**config.mk**
```make
export PLATFORM = sky130hd
export DESIGN_NAME = hilo_muldiv_unit
export DESIGN_NICKNAME = d
export VERILOG_FILES = /design/src/rtl/hilo_muldiv_unit.sv
export SDC_FILE = /design/constraint.sdc
export NUM_CORES = 1
export LEC_CHECK = 0
export ABC_CLOCK_PERIOD_IN_PS = 8400
export CORE_MARGIN = 5
export CORE_UTILIZATION = 30
export DETAILED_ROUTE_END_ITERATION = 6
export PLACE_DENSITY = 0.48
export SLEW_MARGIN = 20
export SYNTH_ARGS = -nofsm -noshare
export SYNTH_HDL_FRONTEND = slang
export SYNTH_SLANG_ARGS = --single-unit
```
**constraint.sdc**
```tcl
create_clock -name clk -period 8.4 [get_ports clk]
set_input_delay 1.26 -clock clk [delete_from_list [all_inputs] [get_ports clk]]
set_output_delay 1.26 -clock clk [all_outputs]
set_load 0.01 [all_outputs]
```
**src/rtl/hilo_muldiv_unit.sv**
```systemverilog
// Iterative multiply/divide engine with integrated HI/LO registers.
// One product or quotient bit per cycle, a sign fix-up cycle, then the HI/LO write.
module hilo_muldiv_unit #(
  parameter int WIDTH = 32
) (
  input  logic             clk,
  input  logic             rst,
  input  logic             start,
  input  logic [1:0]       op,
  input  logic [WIDTH-1:0] src_a,
  input  logic [WIDTH-1:0] src_b,
  input  logic             flush,
  input  logic             mthi,
  input  logic             mtlo,
  input  logic [WIDTH-1:0] wdata,
  output logic             busy,
  output logic             done,
  output logic             div_by_zero,
  output logic [WIDTH-1:0] hi,
  output logic [WIDTH-1:0] lo
);

  localparam int CW = $clog2(WIDTH);

  typedef enum logic [1:0] {IDLE, CALC, FIX} state_t;

  state_t           state;
  logic [CW-1:0]    count;
  logic             is_div;
  logic             sign_a;
  logic             sign_b;
  logic             zero_div;
  logic [WIDTH-1:0] mag_a;
  logic [WIDTH-1:0] mag_b;
  logic [WIDTH-1:0] acc_hi;
  logic [WIDTH-1:0] acc_lo;

  logic             neg_a;
  logic             neg_b;
  logic [WIDTH-1:0] abs_a;
  logic [WIDTH-1:0] abs_b;
  logic [WIDTH:0]   mul_sum;
  logic [WIDTH:0]   div_shift;
  logic [WIDTH:0]   div_diff;
  logic             div_ok;
  logic [2*WIDTH-1:0] prod;
  logic [WIDTH-1:0] res_hi;
  logic [WIDTH-1:0] res_lo;

  // Signed ops work on magnitudes; the signs are reapplied in FIX.
  assign neg_a = ~op[0] & src_a[WIDTH-1];
  assign neg_b = ~op[0] & src_b[WIDTH-1];
  assign abs_a = neg_a ? -src_a : src_a;
  assign abs_b = neg_b ? -src_b : src_b;

  // Multiply: acc_hi:acc_lo is the product register, multiplier starts in acc_lo.
  assign mul_sum = {1'b0, acc_hi} + (acc_lo[0] ? {1'b0, mag_a} : {(WIDTH+1){1'b0}});

  // Divide: acc_hi is the partial remainder, acc_lo shifts dividend out and quotient in.
  assign div_shift = {acc_hi, acc_lo[WIDTH-1]};
  assign div_diff  = div_shift - {1'b0, mag_b};
  assign div_ok    = ~div_diff[WIDTH];

  assign prod = {acc_hi, acc_lo};

  always_comb begin
    res_hi = acc_hi;
    res_lo = acc_lo;
    if (is_div) begin
      if (zero_div) begin
        res_hi = sign_a ? -mag_a : mag_a;
        res_lo = '1;
      end else begin
        res_lo = (sign_a ^ sign_b) ? -acc_lo : acc_lo;
        res_hi = sign_a ? -acc_hi : acc_hi;
      end
    end else begin
      {res_hi, res_lo} = (sign_a ^ sign_b) ? -prod : prod;
    end
  end

  always_ff @(posedge clk or posedge rst) begin
    if (rst) begin
      state       <= IDLE;
      count       <= '0;
      is_div      <= 1'b0;
      sign_a      <= 1'b0;
      sign_b      <= 1'b0;
      zero_div    <= 1'b0;
      mag_a       <= '0;
      mag_b       <= '0;
      acc_hi      <= '0;
      acc_lo      <= '0;
      busy        <= 1'b0;
      done        <= 1'b0;
      div_by_zero <= 1'b0;
      hi          <= '0;
      lo          <= '0;
    end else begin
      done        <= 1'b0;
      div_by_zero <= 1'b0;
      case (state)
        IDLE: begin
          if (mthi) hi <= wdata;
          if (mtlo) lo <= wdata;
          if (start) begin
            state    <= CALC;
            busy     <= 1'b1;
            count    <= '0;
            is_div   <= op[1];
            sign_a   <= neg_a;
            sign_b   <= neg_b;
            zero_div <= op[1] & (src_b == '0);
            mag_a    <= abs_a;
            mag_b    <= abs_b;
            acc_hi   <= '0;
            acc_lo   <= op[1] ? abs_a : abs_b;
          end
        end
        CALC: begin
          if (flush) begin
            state <= IDLE;
            busy  <= 1'b0;
            count <= '0;
          end else begin
            if (is_div) begin
              acc_hi <= div_ok ? div_diff[WIDTH-1:0] : div_shift[WIDTH-1:0];
              acc_lo <= {acc_lo[WIDTH-2:0], div_ok};
            end else begin
              acc_hi <= mul_sum[WIDTH:1];
              acc_lo <= {mul_sum[0], acc_lo[WIDTH-1:1]};
            end
            if (count == CW'(WIDTH - 1)) begin
              state <= FIX;
              count <= '0;
            end else begin
              count <= count + 1'b1;
            end
          end
        end
        FIX: begin
          state <= IDLE;
          busy  <= 1'b0;
          if (!flush) begin
            hi          <= res_hi;
            lo          <= res_lo;
            done        <= 1'b1;
            div_by_zero <= zero_div;
          end
        end
        default: begin
          state <= IDLE;
          busy  <= 1'b0;
        end
      endcase
    end
  end

endmodule

```
==> results of run 1 <==
## worst max-delay path, stage by stage (launching register included)
cell and delay, ps:
dfrtp_1 430, inv_1 180, ha_1 240, or4b_1 480, nor4_1 610, and2_1 400, nand3_1 560, o41ai_1 600
xnor2_1 170, o22ai_1 90, a211oi_1 370, a21oi_1 70, o21ai_1 120
## worst max-delay path by stage
stage,from,to,slack [ps]
after detailed placement,src_b[10],acc_lo[30],3720
after CTS,acc_lo[1],hi[26],4020
after global placement,src_b[10],acc_lo[30],3730
final,acc_lo[1],hi[26],3990
after floorplan,rst,acc_hi[0],1520
after global routing,acc_lo[31],acc_hi[20],3680
## report_power, final
group / internal, µW / switching (µW) / leakage [µW] / total (µW)
Clock: 715 / 498 / 0.000442 / 1210
Sequential: 1250 / 571 / 0.00253 / 1820
Combinational: 1470 / 2200 / 0.00547 / 3670
## cells in the mapped netlist, drive strengths merged (4+ instances only)
master  instances  share of area (%)
nand3          43                1.2
a21o           35                1.5
mux2i          49                2.8
nand2b         24               0.86
and3           12               0.43
a22oi          15               0.65
a221o           8               0.46
xor2          112                5.6
nand3b          5               0.22
dfrtp         206                 30
o311ai          4               0.20
o21a            6               0.26
o221ai          5               0.25
a221oi          6               0.30
nand2         262                5.7
o31a            4               0.20
nand4          12               0.43
buf            19               0.46
or2             7               0.25
o21bai          7               0.30
or3            30                1.1
o41ai          20                1.0
a31oi          23               0.83
inv            65                1.4
and2           38                1.4
o211ai         50                2.2
nor3           37                1.1
clkbuf        150                3.2
nor4           12               0.47
nor2b          19               0.68
o22ai          40                1.4
a211oi         17               0.73
ha             71                5.1
or4            21               0.97
a211o           5               0.25
xnor2         112                5.6
o31ai          32                1.5
a21oi         194                5.6
o21ai         261                7.5
nor2          173                3.7
## through the flow
stage | instances | util [%] | power, µW
after global routing | 3096 | 35.8 | 7190
after CTS | 3096 | 35.8 | 6700
after global placement | 3047 | 34.2 | 5440
final | 3096 | 35.8 | 6700
after detailed placement | 3047 | 34.2 | 5460
after floorplan | 2252 | - | 4170
## metal layers
layer	vias to the layer above	part of all wire, %
li1	8180	-
met1	8410	45
met2	507	46
met3	95	5.4
met4	2	2.8
met5	-	0.018
## final cells by class
type | count | area share, %
multi-input combinational | 1812 | 55.4
tap | 765 | 4.65
clock inverter | 13 | 0.814
sequential | 206 | 25.1
clock buffer | 36 | 3.59
timing repair buffer | 199 | 9.29
inverter | 65 | 1.22
## logic make-up (layout without fill, tap and decap cells)
kind of cell / after synthesis / count (layout) / share of synthesized area [%]
buffers and inverters: 234 / 313 / 5.10
AO/OA/AOI/OAI: 753 / 753 / 26.4
flip-flops: 206 / 206 / 29.6
adder cells (fa/ha/maj): 73 / 73 / 5.34
multiplexers: 52 / 52 / 3.10
AND/OR/NAND/NOR: 710 / 710 / 19.2
XOR/XNOR: 224 / 224 / 11.3
## sequential cells by signal (all words and copies together) (netlist names)
signal / flops
mag_b: 32
state: 2
done: 1
count: 5
div_by_zero: 1
hi: 32
is_div: 1
busy: 1
zero_div: 1
acc_hi: 32
acc_lo: 32
sign_a: 1
mag_a: 32
sign_b: 1
lo: 32
==> flow_summary.json, run 1 <==
{
  "die_w_um": 251,
  "cts_tree": "yes",
  "setup_violations": 0,
  "vias": 17200,
  "post_cts_buffers": 0,
  "yosys_warnings": 0,
  "end_kind": "register",
  "rr_worst_depth": 12,
  "clkTransAtPathRegs_ps": 70,
  "avgSynthCellArea_um2": 7.73,
  "syn_area_um2": 17400,
  "cts_root_buf": "clkbuf_16",
  "multi_input_area_um2": 11400,
  "tightest_slew_ps": 1080,
  "place_congestion": 0.891,
  "vias_per_cell": 5.55,
  "synth.distinct_cells": 76,
  "fin_nets": 2488,
  "start_util_pct": 30.2,
  "async_reset_ff_share_pct": 100,
  "path_max_fanout": 14,
  "crit_required_ps": 8880,
  "grt_pass1_vias": 16700,
  "placed_cell_area_um2": 19700,
  "grt_pass1_wl_um": 108000,
  "use_met2_pct": 35.9,
  "track_usage_pct": 21.9,
  "rr_endpoint": "hi[26]",
  "rows": 88,
  "holdPathEnd": "lo[15]",
  "seqCellArea_um2": 5160,
  "min_path_cells": 2,
  "maxCapViolations": 0,
  "synth_nets": 2429,
  "synth-main-ff-cell": "dfrtp_1",
  "cts_htree_levels": 1,
  "ir_worst_vdd_mv": 0.163,
  "period_share_pct": 52.5,
  "port_buffers": 170,
  "layout_commonest_cell": "nand2_1",
  "drive_above_1_share_pct": 4.46,
  "setup_ws_ps": 3990,
  "synth_seq_cells": 206,
  "mostFrequentLayoutCells": "262 x nand2_1, 244 x o21ai_0, 204 x dfrtp_1",
  "die_h_um": 251,
  "use_met1_pct": 30.7,
  "syn_inst": 2252,
  "hold_buffers": 0,
  "nFillCells": 6034,
  "status": "complete, no violations",
  "synthToLayoutAreaGrowth_pct": 18.4,
  "power.density_nw_per_um2": 325,
  "hold_slack_ps": 480,
  "fmax_mhz": 227,
  "antenna_found_initial": 2,
  "slew_violations": 0,
  "grt_max_degree": 104,
  "insertion_delay_ps": 570,
  "die_area_um2": 62900,
  "hpwl_um": 55400,
  "slew_headroom_pct": 28.2,
  "place_ws_ps": 3720,
  "reg2reg_from": "acc_lo[1]",
  "path_class": "register to register",
  "synth-edff-count": 0,
  "routedWlPerCell_um": 23.3,
  "cts_sinks": 206,
  "post_cts_resized": 0,
  "final_area_um2": 20600,
  "core_region_area_um2": 57600,
  "hp-class": "register to register",
  "cp-start-kind": "register",
  "cts_buffer_depth": 3,
  "skew_ps": 15.1,
  "ys_seq_area_share_pct": 29.6,
  "diodes": 0,
  "met3_usage_pct": 3.17,
  "firstDrtPassIters": 6,
  "fin_tns_setup_ps": 0,
  "antenna_left": 0,
  "leakage_uw": 0.00844,
  "hold_viol_final": 0,
  "cp_data_arrival_time_ps": 4890,
  "post-route-min-period_ps": 4410,
  "ioPinCount": 171,
  "drt_iter0_drc": 1619,
  "grt_overflow": 0,
  "cts_buffers": 27,
  "ff2ff_setup_slack_ps": 3990,
  "rsz0062_at_grt": "no",
  "grt-busiest-layer": "met2",
  "postRouteWirelength_um": 72000,
  "hold_start": "lo[15]",
  "drc": 0
}
Power figures use the tool's default switching activity.
==> inputs of run 2 (changes only) <==
--- a/config.mk
+++ b/config.mk
@@ -5,7 +5,7 @@
 export SDC_FILE = /design/constraint.sdc
 export NUM_CORES = 1
 export LEC_CHECK = 0
-export ABC_CLOCK_PERIOD_IN_PS = 8400
+export ABC_CLOCK_PERIOD_IN_PS = 4530
 export CORE_MARGIN = 5
 export CORE_UTILIZATION = 30
 export DETAILED_ROUTE_END_ITERATION = 6
==> constraint.sdc (replaced) <==
create_clock -name clk -period 4.53 [get_ports clk]
set_input_delay 0.6795 -clock clk [delete_from_list [all_inputs] [get_ports clk]]
set_output_delay 0.6795 -clock clk [all_outputs]
set_load 0.01 [all_outputs]
==> flow_summary.json, run 2 (synthesis results as in run 1) <==
{
  "ioPinCount": 171,
  "port_buffers": 170,
  "multi_input_area_um2": 11400,
  "postRouteWirelength_um": 71600,
  "worst-path-stages": 13,
  "setup_ws_ps": 345,
  "post-route-min-period_ps": 4180,
  "cts_tree": "yes",
  "vias_per_cell": 5.47,
  "worstPathCellList": "inv_1 -> ha_1 -> fa_1 -> nand2b_1 -> a211oi_1 -> o21ai_0 -> and3_1 -> o21ai_1 -> nand2_1 -> o211ai_4 -> buf_4 -> o21ai_0 -> a221o_1",
  "fin_tns_setup_ps": 0,
  "antenna_found_initial": 0,
  "slew_violations": 0,
  "grt_pass1_wl_um": 107000,
  "ir_worst_vdd_mv": 0.281,
  "crit_family": "compound AO/OA/AOI/OAI gates",
  "critPathMaxStageDelay_ps": 500,
  "critPathSlowestCell": "o211ai_4",
  "rsz0062_at_grt": "no",
  "grt_pass1_vias": 16600,
  "crit_required_ps": 4960,
  "period_share_pct": 92.4,
  "drive_above_1_share_pct": 5.68,
  "leakage_uw": 0.00860,
  "hpwl_um": 56200,
  "mostFrequentLayoutCells": "262 x nand2_1, 244 x o21ai_0, 204 x dfrtp_1",
  "status": "complete, no violations",
  "synthToLayoutAreaGrowth_pct": 19.8,
  "fin_nets": 2518,
  "path_max_fanout": 27,
  "start_util_pct": 30.2,
  "stdcell_count": 3130,
  "rows": 88,
  "cts_htree_levels": 1,
  "die_w_um": 251,
  "post_cts_buffers": 0,
  "power.density_nw_per_um2": 602,
  "cpMostUsedCell": "o21ai_0",
  "skew_ps": 25.6,
  "hold_viol_final": 0,
  "drc": 0,
  "cts_sinks": 206,
  "fmax_mhz": 239,
  "vias": 17100,
  "cts_buffers": 28,
  "cp.buffers_inverters": 2,
  "die_area_um2": 62900,
  "place_congestion": 0.889,
  "cp-start-kind": "register",
  "track_usage_pct": 21.8,
  "routedWlPerCell_um": 22.9,
  "layout_commonest_cell": "nand2_1",
  "end_kind": "register",
  "post_cts_resized": 0,
  "slew_headroom_pct": 18.7,
  "hold_buffers": 0,
  "cts_buffer_depth": 3,
  "antenna_left": 0,
  "firstDrtPassIters": 6,
  "rr_worst_depth": 13,
  "grt_overflow": 0,
  "core_region_area_um2": 57600,
  "path_class": "register to register",
  "clkTransAtPathRegs_ps": 60,
  "cts_root_buf": "clkbuf_16",
  "tightest_slew_ps": 1210,
  "setup_violations": 0,
  "seqCellArea_um2": 5160,
  "drt_iter0_drc": 1469,
  "grt_max_degree": 101,
  "place_ws_ps": 360,
  "cp_data_arrival_time_ps": 4620,
  "maxCapViolations": 0,
  "place_inst": 3076,
  "die_h_um": 251,
  "insertion_delay_ps": 570,
  "nFillCells": 6114,
  "hp-class": "primary input to async pin"
}
## run 2: cell types whose count changed in the layout (fill, tap and decap cells not counted), sizes merged
| cell | before | now |
|---|---|---|
| buf | 30 | 59 |
| bufinv | 3 | 2 |
| clkbuf | 36 | 37 |
| clkinv | 6 | 10 |
| diode | 0 | 4 |
| inv | 67 | 64 |
## run 2: area by class of cell
type,count,share of cell area (%)
antenna,4,0.0480
clock buffer,37,3.67
clock inverter,13,0.654
inverter,65,1.19
multi-input combinational,1812,54.7
sequential,206,24.7
tap,765,4.59
timing repair buffer,228,10.4
## run 2: worst paths after layout
kind	from	to	slack, ps
setup / recovery	acc_lo[31]	acc_hi[8]	350
hold / removal	rst	lo[12]	460
setup reg to reg	acc_lo[31]	acc_hi[8]	350
hold reg to reg	lo[8]	lo[8]	480
max in group asynchronous	rst	mag_b[10]	3150
min in group clk	lo[8]	lo[8]	480
## run 2: through the flow
stage | power, µW | utilization, % | hold slack, ps | area, µm²
4_1_cts | 12500 | 36.2 | 448 | 20800
6_report | 12500 | 36.2 | 462 | 20900
3_5_place_dp | 10300 | 34.6 | 475 | 19900
3_3_place_gp | 10200 | 34.6 | 465 | 19900
5_1_grt | 13400 | 36.2 | 463 | 20800
2_1_floorplan | 7740 | - | 450 | 17400
## run 2: where the power goes
part / total [µW] / internal, µW / switching, µW
clock: 2200 / 1300 / 906
sequential: 3200 / 2320 / 882
combinational: 7140 / 2840 / 4290
## run 2: routing by layer
layer	up-vias	wire, µm	share of wire, %	GRT usage, %
met5	-	0	0	0
met3	82	3920	5.5	2.83
li1	8249	-	-	-
met4	0	1890	2.6	5.33
met1	8295	32200	45	30.3
met2	510	33600	47	36.1
==> inputs of run 3 (changes only) <==
--- a/config.mk
+++ b/config.mk
@@ -6,7 +6,7 @@
 export NUM_CORES = 1
 export LEC_CHECK = 0
 export ABC_CLOCK_PERIOD_IN_PS = 4530
-export CORE_MARGIN = 5
+export CORE_MARGIN = 2
 export CORE_UTILIZATION = 30
 export DETAILED_ROUTE_END_ITERATION = 6
 export PLACE_DENSITY = 0.48
==> flow_summary.json, run 3 (synthesis results as in run 1) <==
{
  "status": "complete, no violations",
  "synthToLayoutAreaGrowth_pct": 19.6,
  "cp_data_arrival_time_ps": 4460,
  "hold_start": "mag_b[31]",
  "clkTransAtPathRegs_ps": 60,
  "die_w_um": 245,
  "track_usage_pct": 23.6,
  "cts_tree": "yes",
  "cts_root_buf": "clkbuf_16",
  "tightest_slew_ps": 1090,
  "rr_endpoint": "acc_lo[0]",
  "setup_violations": 0,
  "vias": 17300,
  "vias_per_cell": 5.54,
  "cpMostUsedCell": "o21ai_0",
  "reg2reg_from": "acc_lo[31]",
  "ioPinCount": 171,
  "ir_worst_vdd_mv": 0.324,
  "place_congestion": 0.893,
  "nFillCells": 6119,
  "routedWlPerCell_um": 23.1,
  "grt_pass1_wl_um": 108000,
  "hold_slack_ps": 478,
  "worstPathCellList": "inv_1 -> ha_1 -> fa_1 -> nand2b_1 -> a211oi_1 -> o21ai_0 -> and3_1 -> o21ai_1 -> nand2_1 -> o211ai_4 -> buf_4 -> mux2i_1 -> o211ai_1 -> o21ai_0",
  "drc": 0,
  "crit_required_ps": 4950,
  "critPathSlowestCell": "fa_1",
  "hold_buffers": 0,
  "path_class": "register to register",
  "port_buffers": 170,
  "slew_violations": 0,
  "drive_above_1_share_pct": 5.59,
  "layout_commonest_cell": "nand2_1",
  "antenna_found_initial": 1,
  "cp-start-kind": "register",
  "post_cts_buffers": 0,
  "end_kind": "register",
  "post-route-min-period_ps": 4040,
  "insertion_delay_ps": 570,
  "maxCapViolations": 0,
  "antenna_left": 0,
  "path_max_fanout": 14,
  "postRouteWirelength_um": 72100,
  "ff2ff_setup_slack_ps": 490,
  "skew_ps": 14.1,
  "die_h_um": 245,
  "grt_pass1_vias": 16900,
  "rsz0062_at_grt": "no",
  "cts_buffers": 27,
  "fin_nets": 2516,
  "post_cts_resized": 0,
  "mostFrequentLayoutCells": "262 x nand2_1, 244 x o21ai_0, 204 x dfrtp_1",
  "leakage_uw": 0.00857,
  "diodes": 0,
  "final_area_um2": 20800,
  "die_area_um2": 59900,
  "cts_buffer_depth": 3,
  "fin_tns_setup_ps": 0,
  "hold_viol_final": 0,
  "cts_sinks": 206,
  "holdPathEnd": "mag_b[31]",
  "core_region_area_um2": 57500,
  "start_util_pct": 30.3,
  "cts_htree_levels": 1,
  "firstDrtPassIters": 5,
  "slew_headroom_pct": 27.6,
  "grt_max_degree": 102,
  "placed_cell_area_um2": 19900,
  "min_path_cells": 2,
  "hp-class": "register to register",
  "grt_overflow": 0,
  "rows": 88,
  "fmax_mhz": 248,
  "drt_iter0_drc": 1545,
  "power.density_nw_per_um2": 604,
  "period_share_pct": 89.2,
  "hpwl_um": 56000,
  "critPathMaxStageDelay_ps": 450,
  "setup_ws_ps": 491,
  "place_ws_ps": 438,
  "rr_worst_depth": 14
}
[run 3: worst max-delay path by stage]
stage	startpoint	end	slack, ps	cells after the start
2_1_floorplan	acc_lo[0]	acc_hi[24]	960	15
3_3_place_gp	src_b[10]	acc_lo[30]	430	10
5_1_grt	acc_lo[0]	acc_hi[24]	220	13
3_5_place_dp	src_b[10]	acc_lo[30]	440	10
6_report	acc_lo[31]	acc_lo[0]	490	14
4_1_cts	acc_lo[31]	acc_hi[20]	540	14
[run 3: report_power, final]
group	internal, µW	total (µW)	leakage, µW	switching, µW
clock	1280	2200	0.000428	918
sequential	2320	3250	0.00253	934
combinational	2860	7120	0.00562	4260
[run 3: cell type report]
class	count	area [µm²]	area share (%)
clock buffer	38	757	3.64
clock inverter	12	135	0.649
tap	765	957	4.60
multi-input combinational	1812	11400	54.8
timing repair buffer	227	2150	10.3
inverter	65	248	1.19
sequential	206	5160	24.8
[run 3: layer usage]
metal | global-route usage (%) | up-vias | wire (µm)
li1 | - | 8229 | -
met2 | 38.9 | 487 | 33700
met3 | 2.49 | 88 | 3370
met1 | 33.0 | 8520 | 33200
met5 | 0 | - | 0
met4 | 6.08 | 0 | 1870
[run 3: worst max-delay path: cells and delay by family (launching register included)]
kind / cells / cell delay (ps)
compound gates: 6 / 1690
fa+ha+maj: 2 / 710
buf+inv: 2 / 350
flops: 1 / 430
mux: 1 / 90
simple gates: 3 / 610
[run 3: stage by stage]
step	power [µW]	instances	utilization, %
after global routing	13500	3125	36.2
after detailed placement	10300	3075	34.7
final	12600	3125	36.2
after CTS	12600	3125	36.2
after floorplan	7740	2252	-
after global placement	10200	3075	34.7
